$ cat src/rtl/vga_stream_gen_if.sv
// Video output bundle: pixel clock, syncs, blank and 24-bit colour.
// The master drives everything; the slave side is for sinks and monitors.
interface video_if;
  logic        CLK;
  logic        HS;
  logic        VS;
  logic        BLANK;
  logic [23:0] RGB;

  modport master (output CLK, output HS, output VS, output BLANK, output RGB);
  modport slave  (input  CLK, input  HS, input  VS, input  BLANK, input  RGB);
endinterface

$ cat src/rtl/vga_stream_gen.sv
// VGA-style timing generator with grid, colour-bar, solid and streamed pixel sources.
// Every video output and frame_start is registered one cycle behind the h/v counters.
module vga_stream_gen #(
  parameter int          HDISP     = 800,
  parameter int          VDISP     = 480,
  parameter int          HFP       = 40,
  parameter int          HPULSE    = 48,
  parameter int          HBP       = 40,
  parameter int          VFP       = 13,
  parameter int          VPULSE    = 3,
  parameter int          VBP       = 29,
  parameter logic        HS_POL    = 1'b0,
  parameter logic        VS_POL    = 1'b0,
  parameter int          GRID_LOG2 = 4,
  parameter logic [23:0] UFLOW_RGB = 24'hFF00FF
) (
  input  logic        pixel_clk,
  input  logic        pixel_rst,
  input  logic [1:0]  mode,
  input  logic [23:0] solid_rgb,
  input  logic [23:0] pix_data,
  input  logic        pix_valid,
  output logic        pix_ready,
  output logic        underflow,
  input  logic        underflow_clr,
  output logic        frame_start,
  video_if.master     video_ifm
);

  localparam int HTOTAL = HFP + HPULSE + HBP + HDISP;
  localparam int VTOTAL = VFP + VPULSE + VBP + VDISP;
  localparam int HW     = $clog2(HTOTAL) + 1;
  localparam int VW     = $clog2(VTOTAL) + 1;
  localparam int BARW   = HDISP / 8;
  localparam int BCW    = $clog2(BARW) + 1;

  localparam logic [HW-1:0]  H_LAST    = HW'(HTOTAL - 1);
  localparam logic [HW-1:0]  H_SYNC_S  = HW'(HFP);
  localparam logic [HW-1:0]  H_SYNC_E  = HW'(HFP + HPULSE);
  localparam logic [HW-1:0]  H_ACT     = HW'(HFP + HPULSE + HBP);
  localparam logic [VW-1:0]  V_LAST    = VW'(VTOTAL - 1);
  localparam logic [VW-1:0]  V_SYNC_S  = VW'(VFP);
  localparam logic [VW-1:0]  V_SYNC_E  = VW'(VFP + VPULSE);
  localparam logic [VW-1:0]  V_ACT     = VW'(VFP + VPULSE + VBP);
  localparam logic [HW-1:0]  X_MASK    = HW'((1 << GRID_LOG2) - 1);
  localparam logic [VW-1:0]  Y_MASK    = VW'((1 << GRID_LOG2) - 1);
  localparam logic [BCW-1:0] BAR_LAST  = BCW'(BARW - 1);

  logic [HW-1:0]  h_q, h_d;
  logic [VW-1:0]  v_q, v_d;
  logic [1:0]     mode_q, mode_d;
  logic           hs_q, hs_d;
  logic           vs_q, vs_d;
  logic           blank_q, blank_d;
  logic [23:0]    rgb_q, rgb_d;
  logic           frame_start_q, frame_start_d;
  logic           underflow_q, underflow_d;
  logic [BCW-1:0] bar_cnt_q, bar_cnt_d;
  logic [2:0]     bar_idx_q, bar_idx_d;

  logic           active_s;
  logic [HW-1:0]  x_s;
  logic [VW-1:0]  y_s;
  logic [BCW-1:0] cur_cnt_s;
  logic [2:0]     cur_bar_s;
  logic [2:0]     bar_col_s;
  logic           uflow_set_s;

  assign active_s    = (h_q >= H_ACT) && (v_q >= V_ACT);
  assign x_s         = h_q - H_ACT;
  assign y_s         = v_q - V_ACT;
  assign pix_ready   = (mode_q == 2'd3) && active_s && !pixel_rst;
  assign uflow_set_s = pix_ready && !pix_valid;

  // Next-state for counters, mode capture, bar tracking and registered outputs.
  always_comb begin
    h_d           = h_q;
    v_d           = v_q;
    mode_d        = mode_q;
    hs_d          = ~HS_POL;
    vs_d          = ~VS_POL;
    blank_d       = 1'b0;
    rgb_d         = 24'h000000;
    frame_start_d = 1'b0;
    underflow_d   = underflow_q;
    cur_cnt_s     = bar_cnt_q;
    cur_bar_s     = bar_idx_q;
    bar_cnt_d     = bar_cnt_q;
    bar_idx_d     = bar_idx_q;
    bar_col_s     = 3'd0;

    if (h_q == H_LAST) begin
      h_d = {HW{1'b0}};
      if (v_q == V_LAST) begin
        v_d = {VW{1'b0}};
      end else begin
        v_d = v_q + VW'(1);
      end
    end else begin
      h_d = h_q + HW'(1);
      v_d = v_q;
    end

    if ((h_q == {HW{1'b0}}) && (v_q == {VW{1'b0}})) begin
      mode_d        = mode;
      frame_start_d = 1'b1;
    end else begin
      mode_d        = mode_q;
      frame_start_d = 1'b0;
    end

    if ((h_q >= H_SYNC_S) && (h_q < H_SYNC_E)) begin
      hs_d = HS_POL;
    end else begin
      hs_d = ~HS_POL;
    end

    if ((v_q >= V_SYNC_S) && (v_q < V_SYNC_E)) begin
      vs_d = VS_POL;
    end else begin
      vs_d = ~VS_POL;
    end

    // Bar position restarts at the first active pixel so no divider is needed.
    if (x_s == {HW{1'b0}}) begin
      cur_cnt_s = {BCW{1'b0}};
      cur_bar_s = 3'd0;
    end else begin
      cur_cnt_s = bar_cnt_q;
      cur_bar_s = bar_idx_q;
    end

    if (cur_cnt_s == BAR_LAST) begin
      bar_cnt_d = {BCW{1'b0}};
      bar_idx_d = cur_bar_s + 3'd1;
    end else begin
      bar_cnt_d = cur_cnt_s + BCW'(1);
      bar_idx_d = cur_bar_s;
    end
    bar_col_s = 3'd7 - cur_bar_s;

    blank_d = active_s;
    if (active_s) begin
      case (mode_q)
        2'd0: begin
          if (((x_s & X_MASK) == {HW{1'b0}}) || ((y_s & Y_MASK) == {VW{1'b0}})) begin
            rgb_d = 24'hFFFFFF;
          end else begin
            rgb_d = 24'h000000;
          end
        end
        2'd1: rgb_d = {{8{bar_col_s[2]}}, {8{bar_col_s[1]}}, {8{bar_col_s[0]}}};
        2'd2: rgb_d = solid_rgb;
        2'd3: begin
          if (pix_valid) begin
            rgb_d = pix_data;
          end else begin
            rgb_d = UFLOW_RGB;
          end
        end
        default: rgb_d = 24'h000000;
      endcase
    end else begin
      rgb_d = 24'h000000;
    end

    // A new underflow outranks a clear arriving on the same cycle.
    if (uflow_set_s) begin
      underflow_d = 1'b1;
    end else if (underflow_clr) begin
      underflow_d = 1'b0;
    end else begin
      underflow_d = underflow_q;
    end
  end

  // State and output registers, cleared asynchronously.
  always_ff @(posedge pixel_clk or posedge pixel_rst) begin
    if (pixel_rst) begin
      h_q           <= {HW{1'b0}};
      v_q           <= {VW{1'b0}};
      mode_q        <= 2'd0;
      hs_q          <= ~HS_POL;
      vs_q          <= ~VS_POL;
      blank_q       <= 1'b0;
      rgb_q         <= 24'h000000;
      frame_start_q <= 1'b0;
      underflow_q   <= 1'b0;
      bar_cnt_q     <= {BCW{1'b0}};
      bar_idx_q     <= 3'd0;
    end else begin
      h_q           <= h_d;
      v_q           <= v_d;
      mode_q        <= mode_d;
      hs_q          <= hs_d;
      vs_q          <= vs_d;
      blank_q       <= blank_d;
      rgb_q         <= rgb_d;
      frame_start_q <= frame_start_d;
      underflow_q   <= underflow_d;
      bar_cnt_q     <= bar_cnt_d;
      bar_idx_q     <= bar_idx_d;
    end
  end

  assign video_ifm.CLK   = pixel_clk;
  assign video_ifm.HS    = hs_q;
  assign video_ifm.VS    = vs_q;
  assign video_ifm.BLANK = blank_q;
  assign video_ifm.RGB   = rgb_q;
  assign frame_start     = frame_start_q;
  assign underflow       = underflow_q;

endmodule

$ cat src/flat_wrapper.sv
// flat-port wrapper written by rule: the top's interface ports become plain ports
module vga_stream_gen_flat 
#(
  parameter int          HDISP     = 800,
  parameter int          VDISP     = 480,
  parameter int          HFP       = 40,
  parameter int          HPULSE    = 48,
  parameter int          HBP       = 40,
  parameter int          VFP       = 13,
  parameter int          VPULSE    = 3,
  parameter int          VBP       = 29,
  parameter logic        HS_POL    = 1'b0,
  parameter logic        VS_POL    = 1'b0,
  parameter int          GRID_LOG2 = 4,
  parameter logic [23:0] UFLOW_RGB = 24'hFF00FF
)
  (pixel_clk, pixel_rst, mode, solid_rgb, pix_data, pix_valid, pix_ready, underflow, underflow_clr, frame_start, video_ifm_CLK, video_ifm_HS, video_ifm_VS, video_ifm_BLANK, video_ifm_RGB);
  video_if video_ifm_i ();
  input  logic pixel_clk;
  input  logic pixel_rst;
  input  logic [1:0] mode;
  input  logic [23:0] solid_rgb;
  input  logic [23:0] pix_data;
  input  logic pix_valid;
  output logic pix_ready;
  output logic underflow;
  input  logic underflow_clr;
  output logic frame_start;
  output wire logic [$bits(video_ifm_i.CLK)-1:0] video_ifm_CLK;
  output wire logic [$bits(video_ifm_i.HS)-1:0] video_ifm_HS;
  output wire logic [$bits(video_ifm_i.VS)-1:0] video_ifm_VS;
  output wire logic [$bits(video_ifm_i.BLANK)-1:0] video_ifm_BLANK;
  output wire logic [$bits(video_ifm_i.RGB)-1:0] video_ifm_RGB;
  assign video_ifm_CLK = video_ifm_i.CLK;
  assign video_ifm_HS = video_ifm_i.HS;
  assign video_ifm_VS = video_ifm_i.VS;
  assign video_ifm_BLANK = video_ifm_i.BLANK;
  assign video_ifm_RGB = video_ifm_i.RGB;
  vga_stream_gen #(.HDISP(HDISP), .VDISP(VDISP), .HFP(HFP), .HPULSE(HPULSE), .HBP(HBP), .VFP(VFP), .VPULSE(VPULSE), .VBP(VBP), .HS_POL(HS_POL), .VS_POL(VS_POL), .GRID_LOG2(GRID_LOG2), .UFLOW_RGB(UFLOW_RGB)) u_core (.pixel_clk(pixel_clk), .pixel_rst(pixel_rst), .mode(mode), .solid_rgb(solid_rgb), .pix_data(pix_data), .pix_valid(pix_valid), .pix_ready(pix_ready), .underflow(underflow), .underflow_clr(underflow_clr), .frame_start(frame_start), .video_ifm(video_ifm_i));
endmodule
$ cat config.mk
export PLATFORM = sky130hd
export DESIGN_NAME = vga_stream_gen_flat
export DESIGN_NICKNAME = d
export VERILOG_FILES = /design/src/rtl/vga_stream_gen_if.sv /design/src/rtl/vga_stream_gen.sv /design/src/flat_wrapper.sv
export SDC_FILE = /design/constraint.sdc
export NUM_CORES = 1
export LEC_CHECK = 0
export CAP_MARGIN = 10
export CORE_MARGIN = 1.5
export CORE_UTILIZATION = 30
export CTS_BUF_LIST = sky130_fd_sc_hd__clkbuf_4 sky130_fd_sc_hd__clkbuf_8
export DETAILED_ROUTE_END_ITERATION = 8
export SYNTH_ARGS = -nofsm -noshare
export SYNTH_HDL_FRONTEND = slang
export SYNTH_SLANG_ARGS = --single-unit
$ cat constraint.sdc
create_clock -name pixel_clk -period 3.5 [get_ports pixel_clk]
set_input_delay 0.35 -clock pixel_clk [delete_from_list [all_inputs] [get_ports pixel_clk]]
set_output_delay 0.35 -clock pixel_clk [all_outputs]
set_load 0.01 [all_outputs]
* Word level (Yosys, flattened, before mapping) *
Index checks and enable logic that the tools add are counted.

storage, ports and cells
  flip-flop bits (word level) = 64
  bits of input ports = 54
  output and inout bits = 31
  word-level logic and storage cells = 62

cells by class
  add/subtract/negate cells = 7
  $lt $le $gt $ge = 6
  eq/ne operators = 6
  multiplexer cells = 15
  reduce and logical (&&, ||, !) cells = 17

operators with widths
  cell                                                    count
  one-hot mux 24 bit (4 select lines)                     1
  two-way mux 24 bit                                      3
  logical NOT 11 bit                                      5
  adder 11 x 1 -> 11 bit (second input constant)          2
  equality test 11 x 10 -> 1 bit (second input constant)  2
  >= comparator 11 x 6 -> 1 bit (second input constant)   2
  two-way mux 11 bit                                      2
  two-way mux 8 bit                                       2
  >= comparator 11 x 4 -> 1 bit (second input constant)   1
  >= comparator 11 x 8 -> 1 bit (second input constant)   1
  < comparator 11 x 5 -> 1 bit (second input constant)    1
  < comparator 11 x 7 -> 1 bit (second input constant)    1
  subtractor 11 x 8 -> 11 bit (second input constant)     1
  adder 8 x 1 -> 8 bit (second input constant)            1
  equality test 8 x 7 -> 1 bit (second input constant)    1
  logical AND 1 bit                                       7
  two-way mux 3 bit                                       2
  two-way mux 1 bit                                       5
  equality test 2 bit (second input constant)             2
  subtractor 4 bit (second input constant)                1
  adder 3 x 1 -> 3 bit (second input constant)            1
  subtractor 3 bit (first input constant)                 1
  equality test 2 x 1 -> 1 bit (second input constant)    1
  logical NOT 1 bit                                       2
  3 further kinds                                         3

* Logic depth before layout (Yosys ltp) *
Gate-level depths: netlist of run 1.

  word-level depth = 6
  gate-level depth with buffers = 12
  gate-level depth less buffers = 11

==> key figures, run 1 <==
Logic synthesis
  • Synth unique cells: 47
  • Post-synth EDFFs: 0
  • Simple-gate share of the synthesized area: 21.5%
  • Largest family of logic cells by synthesized area: simple AND/OR/NAND/NOR gates
  • Area share of fa/ha/maj cells after synthesis: 4.70%
  • Syn_nets: 425
  • YS warnings: 0
  • Cell accounting for the most synthesized area: dfrtp_1
  • Netlist Area Pre-Place: 0.00346 mm2
  • Top cells by area, synth: dfrtp_1 (45%), ha_1 (4.7%), o21ai_0 (4.5%)
  • Most frequent cell after synthesis: dfrtp_1
  • Mapped Avg Cell Area: 9.66 um2
  • Gate count after technology mapping: 358
  • Most used DFF post-synth: dfrtp_1
  • FF+latch count, synth: 64
  • Post-synth top area share: 44.9%
  • Top post-synthesis cells by count: dfrtp_1 (62), o21ai_0 (31), nor2_1 (24)
  • Post-Synth XOR/XNOR Area: 5.07%
  • Mux cell area share after synthesis: 1.27%
  • Ys async rst share: 100%
  • Post-synthesis compound-gate area fraction: 16.5%
  • Sequential area share after synthesis: 46.4%

Clock tree
  • Reg clk slew, reported paths: 0.07 ns
  • CTS tree: yes
  • Post-CTS Setup Bufs: 0
  • Clk_lat worst skew: 0.45 ns
  • Cells resized by post-CTS repair: 0
  • CTS Hold Bufs: 0

Timing
  • Slew Limit Fails: 0
  • Slew HR: 31.0%
  • Setup TNS: 0 ns
  • Fmax: 328 MHz
  • Worst Tran Pin Value: 1.03 ns
  • Final Hold Fails: 0
  • Layout Skew: 0.0134 ns
  • Tmin final: 3.05 ns
  • Number of setup violations in the final report: 0
  • Unrepaired setup endpoints after global routing: false
  • Post-route clock period utilization: 87.1%
  • Fin worst setup slack: 0.452 ns

Detailed routing
  • Routed len/inst: 14.8 um
  • Final wirelength: 8690 um
  • Post-route DRC: 0
  • Vias after detailed routing: 2946
  • Antenna-violating nets left: 0
  • First DRT Iteration DRCs: 122
  • Drt pass-1 iters: 4
  • Routed vias/inst: 5.04

Final layout
  • Share of layout cells above drive strength 1: 9.05%
  • # diodes: 0
  • Final nets: 504
  • Area grow syn2layout: 33.8%

Die
  • Initial cell density of the core: 30.5%
  • I/O pins: 85
  • Core area: 0.0113 mm2
  • Die width: 110 um
  • Die H: 110 um
  • Rows: 39
  • Total Die Area: 0.0122 mm2

Power and ir drop
  • Peak supply drop: 156 uV
  • Seq pwr share: 48.3%
  • Int Pwr: 1.19 mW
  • Part of the power in combinational logic: 7.6%
  • Clock power frac: 44.1%
  • P_leak: 1.92 nW
  • PwrDens: 335 mW/mm2
  • Switch share: 23.3%
  • NetSw: 0.361 mW

Worst setup path
  • Critical path class: flop to flop
  • Worst R2R Setup Slack: 0.45 ns
  • CP delay by family, top: simple AND/OR/NAND/NOR gates
  • Critical path cell sequence: or4_4, nor4_4, and2_4, nor2b_1, ha_1, and2_1, and3_1, nor3b_1, a2bb2oi_1
  • CP required: 3.87 ns
  • Critical Path Sink Type: flop
  • WP depth: 9
  • CP max-delay cell: or4_4
  • R2R cell count: 9
  • Peak fanout along the critical path: 13
  • Largest stage delay, worst path: 0.61 ns
  • Worst setup SP type: flop
  • Buf+Inv Stages, Crit Path: 0
  • WP data arrival: 3.42 ns

Global route
  • GRT Residual Overflow: 0
  • Initial antenna violation count: 0
  • Tot GR Track Use: 15.1%
  • Largest net degree at the start of global routing: 41
  • First-pass GRT wire length: 14200 um
  • Number of global-route vias before repair: 2985

Job
  • Maximum capacitance violations: 0

Placement
  • Post-detail-place hpwl: 6160 um
  • Routability cong.: 0.825
  • Place WS: 0.466 ns
  • Port buffer count: 84

Min path
  • Min-Delay Path Class: input port to asynchronous set/reset pin

Run status
  • Status: complete, no violations
## kinds of logic after synthesis
| kind of cell | Yosys count |
|---|---|
| simple gates | 137 |
| fa+ha+maj | 13 |
| flops | 64 |
| mux | 4 |
| xor+xnor | 20 |
| compound gates | 83 |
| buf+inv | 37 |
## worst reg2reg max path, delay by kind of cell, from the launching register on
kind | cells | cell delay [ns]
AOI/OAI and AO/OA | 1 | 0.18
adders and majority gates | 1 | 0.25
DFF | 1 | 0.47
and+or+nand+nor | 7 | 2.09
## cells in the final DEF, fill, tap and decap left out, types with 4 or more instances in the layout
cell,count
nand2b_1,18
nand2_1,23
ha_1,13
and2_1,6
nor2b_1,4
nand4_1,9
nor3_1,10
xnor2_1,10
clkbuf_8,13
inv_1,13
and3_1,7
buf_4,4
a211oi_1,10
nand3_1,22
xor2_1,10
dfrtp_1,62
o21ai_0,31
a311oi_1,15
clkdlybuf4s50_1,84
a21oi_1,5
nor2_1,24
## metal layers
layer / global-route usage (%) / vias up / routed length, um
met4: 5.86 / 0 / 89
met2: 24.4 / 93 / 4140
met3: 4.17 / 11 / 696
met1: 19.2 / 1405 / 3760
met5: 0 / - / 0
li1: - / 1437 / -
## worst paths after layout
check	startpoint	to
worst max-delay path	u_core.h_q[5]	u_core.bar_cnt_q[6]
worst min-delay path	pixel_rst	u_core.video_ifm.RGB[13]
worst max register to register	u_core.h_q[5]	u_core.bar_cnt_q[6]
worst min register to register	u_core.v_q[10]	u_core.v_q[10]
max in group asynchronous	pixel_rst	u_core.video_ifm.HS
min in group pixel_clk	solid_rgb[2]	u_core.video_ifm.RGB[2]
## sequential cells by signal, summed over array words and instances (netlist names)
register and flops:
u_core.bar_cnt_q 8, u_core.bar_idx_q 3, u_core.frame_start 1, u_core.h_q 11, u_core.mode_q 2, u_core.underflow 1, u_core.v_q 11, u_core.video_ifm.BLANK 1
u_core.video_ifm.HS 1, u_core.video_ifm.RGB 24, u_core.video_ifm.VS 1
## through the flow
step | utilization, % | power, mW | instances | hold WS (ns) | cell area (um2)
finish | 40.9 | 1.55 | 585 | 0.201 | 4630
global route | 40.9 | 1.63 | 585 | 0.219 | 4630
CTS | 40.9 | 1.58 | 585 | 0.188 | 4630
detailed placement | 38.9 | 0.912 | 566 | 0.501 | 4410
global placement | 38.9 | 0.911 | 566 | 0.491 | 4410
floorplan | - | 0.829 | 358 | 0.442 | 3460
## power groups by stage
stage / Combinational (mW) / Sequential (mW) / Clock [mW]
after floorplan: 0.0499 / 0.755 / 0.0235
after global placement: 0.119 / 0.763 / 0.0291
after detailed placement: 0.119 / 0.763 / 0.0291
after CTS: 0.120 / 0.749 / 0.706
after global routing: 0.131 / 0.750 / 0.747
final: 0.118 / 0.749 / 0.683
## layout make-up
class,instances,area (um2)
inverter,14,52.6
multi-input combinational,257,1700
tap,143,179
sequential,64,1600
timing repair buffer,87,861
fill,1125,6700
clock buffer,16,204
clock inverter,4,22.5
(Power assumes the default switching activity.)
==> inputs of run 2 (changes only) <==
--- a/config.mk
+++ b/config.mk
@@ -7,9 +7,10 @@
 export LEC_CHECK = 0
 export CAP_MARGIN = 10
 export CORE_MARGIN = 1.5
-export CORE_UTILIZATION = 30
+export CORE_UTILIZATION = 51
 export CTS_BUF_LIST = sky130_fd_sc_hd__clkbuf_4 sky130_fd_sc_hd__clkbuf_8
 export DETAILED_ROUTE_END_ITERATION = 8
+export PLACE_DENSITY = 0.82
 export SYNTH_ARGS = -nofsm -noshare
 export SYNTH_HDL_FRONTEND = slang
 export SYNTH_SLANG_ARGS = --single-unit
==> key figures, run 2 (synthesis results as in run 1) <==
Timing
  • Number of setup violations in the final report: 0
  • Slew HR: 58.2%
  • Post-route clock period utilization: 87.7%
  • Fin worst setup slack: 0.431 ns
  • Layout Skew: 0.00585 ns
  • Worst Tran Pin Value: 0.621 ns
  • Unrepaired setup endpoints after global routing: false
  • Setup TNS: 0 ns
  • Fmax: 326 MHz
  • Slew Limit Fails: 0
  • Final Hold Fails: 0
  • Tmin final: 3.07 ns

Detailed routing
  • Routed len/inst: 16.5 um
  • Drt pass-1 iters: 7
  • Final wirelength: 8600 um
  • First DRT Iteration DRCs: 258
  • Post-route DRC: 10
  • Antenna-violating nets left: 0
  • Routed vias/inst: 5.70
  • Vias after detailed routing: 2969

Clock tree
  • Post-CTS Setup Bufs: 0
  • Reg clk slew, reported paths: 0.07 ns
  • CTS tree: yes
  • Clk_lat worst skew: 0.45 ns
  • CTS Hold Bufs: 0
  • Cells resized by post-CTS repair: 0

Final layout
  • Most common cell after layout, fill and taps aside: clkdlybuf4s50_1
  • Max reg flops: 24
  • Commonest non-fill, non-tap cells in the layout: clkdlybuf4s50_1 (84), dfrtp_1 (62), o21ai_0 (31), nor2_1 (24), nand2_1 (23)
  • Area grow syn2layout: 32.6%
  • # diodes: 0
  • Fin area: 0.00459 mm2
  • Share of layout cells above drive strength 1: 9.46%
  • Final nets: 506
  • Utilization after layout: 71.0%

Die
  • Core area: 0.00646 mm2
  • Initial cell density of the core: 53.5%
  • I/O pins: 85
  • Die H: 85.3 um
  • Rows: 29
  • Total Die Area: 0.00728 mm2
  • Die width: 85.3 um

Worst setup path
  • Critical Path Sink Type: primary output
  • Worst reg2reg path startpoint: u_core.h_q[5]
  • WP data arrival: 2.72 ns
  • CP required: 3.15 ns
  • FF-to-FF End: u_core.bar_cnt_q[6]
  • Critical path class: flop to primary output
  • R2R cell count: 10
  • Worst setup SP type: flop
  • Worst R2R Setup Slack: 0.58 ns
  • Peak fanout along the critical path: 9

Global route
  • First-pass GRT wire length: 13900 um
  • Initial antenna violation count: 0
  • Largest net degree at the start of global routing: 29
  • Tot GR Track Use: 24.7%
  • GRT Residual Overflow: 0
  • Number of global-route vias before repair: 2852

Placement
  • Place WS: 0.599 ns
  • Post-detail-place hpwl: 6100 um
  • Cell Area, Placed: 0.00434 mm2
  • Port buffer count: 84
  • Routability cong.: 0.892

Run status
  • Status: finished with violations
  • Failing checks: DRC

Min path
  • Min-Delay Path Class: input port to asynchronous set/reset pin

Power and ir drop
  • P_leak: 1.94 nW
  • PwrDens: 352 mW/mm2
  • Peak supply drop: 231 uV

Job
  • Maximum capacitance violations: 0
-- run 2: cell type report --
type                    count  area [um2]
fillers                   486        1870
multi-input cells         257        1700
repair buffers             89         876
clock buffers              18         244
inverters                  14        52.6
well taps                  77        96.3
clock inverters             2        10.0
flip-flops and latches     64        1600
-- run 2: routing by layer --
| layer | vias to the layer above | routed length [um] | track usage, % |
|---|---|---|---|
| met4 | 0 | 168 | 11.0 |
| met3 | 15 | 554 | 6.32 |
| met1 | 1415 | 3630 | 31.8 |
| met2 | 104 | 4250 | 39.4 |
| li1 | 1435 | - | - |
| met5 | - | 0 | 0 |
-- run 2: critical path, stage by stage (launching register included) --
cell             delay (ns)
dfrtp_1                0.47
or4_4                  0.61
o311ai_2               0.27
o21ai_2                0.12
nor3_1                 0.21
clkdlybuf4s50_1        0.58
-- run 2: worst max path at each step --
| stage | from | endpoint | slack, ns | cells past startpoint |
|---|---|---|---|---|
| floorplan | u_core.h_q[5] | u_core.bar_cnt_q[6] | 0.66 | 11 |
| global placement | u_core.h_q[5] | u_core.bar_cnt_q[6] | 0.67 | 10 |
| detailed placement | u_core.h_q[5] | u_core.bar_cnt_q[6] | 0.60 | 10 |
| CTS | u_core.h_q[5] | pix_ready | 0.41 | 5 |
| global route | u_core.h_q[5] | pix_ready | 0.28 | 5 |
| finish | u_core.h_q[5] | pix_ready | 0.43 | 5 |
-- run 2: metrics by stage --
step / power, mW / instances / hold WS (ns)
floorplan: 0.829 / 358 / 0.442
global placement: 0.909 / 502 / 0.479
detailed placement: 0.910 / 502 / 0.498
CTS: 1.63 / 521 / 0.371
global route: 1.67 / 521 / 0.396
finish: 1.61 / 521 / 0.350
-- run 2: report_power, final --
part	switching (mW)	internal, mW	total [mW]
sequential	0.00571	0.741	0.746
clock	0.302	0.444	0.746
combinational	0.0522	0.0681	0.120
==> inputs of run 3 (changes only) <==
--- a/config.mk
+++ b/config.mk
@@ -9,6 +9,7 @@
 export CORE_MARGIN = 1.5
 export CORE_UTILIZATION = 51
 export CTS_BUF_LIST = sky130_fd_sc_hd__clkbuf_4 sky130_fd_sc_hd__clkbuf_8
+export CTS_CLUSTER_SIZE = 28
 export DETAILED_ROUTE_END_ITERATION = 8
 export PLACE_DENSITY = 0.82
 export SYNTH_ARGS = -nofsm -noshare
==> results of run 3 <==
Final layout, timing and power as in run 2 (identical DEF).
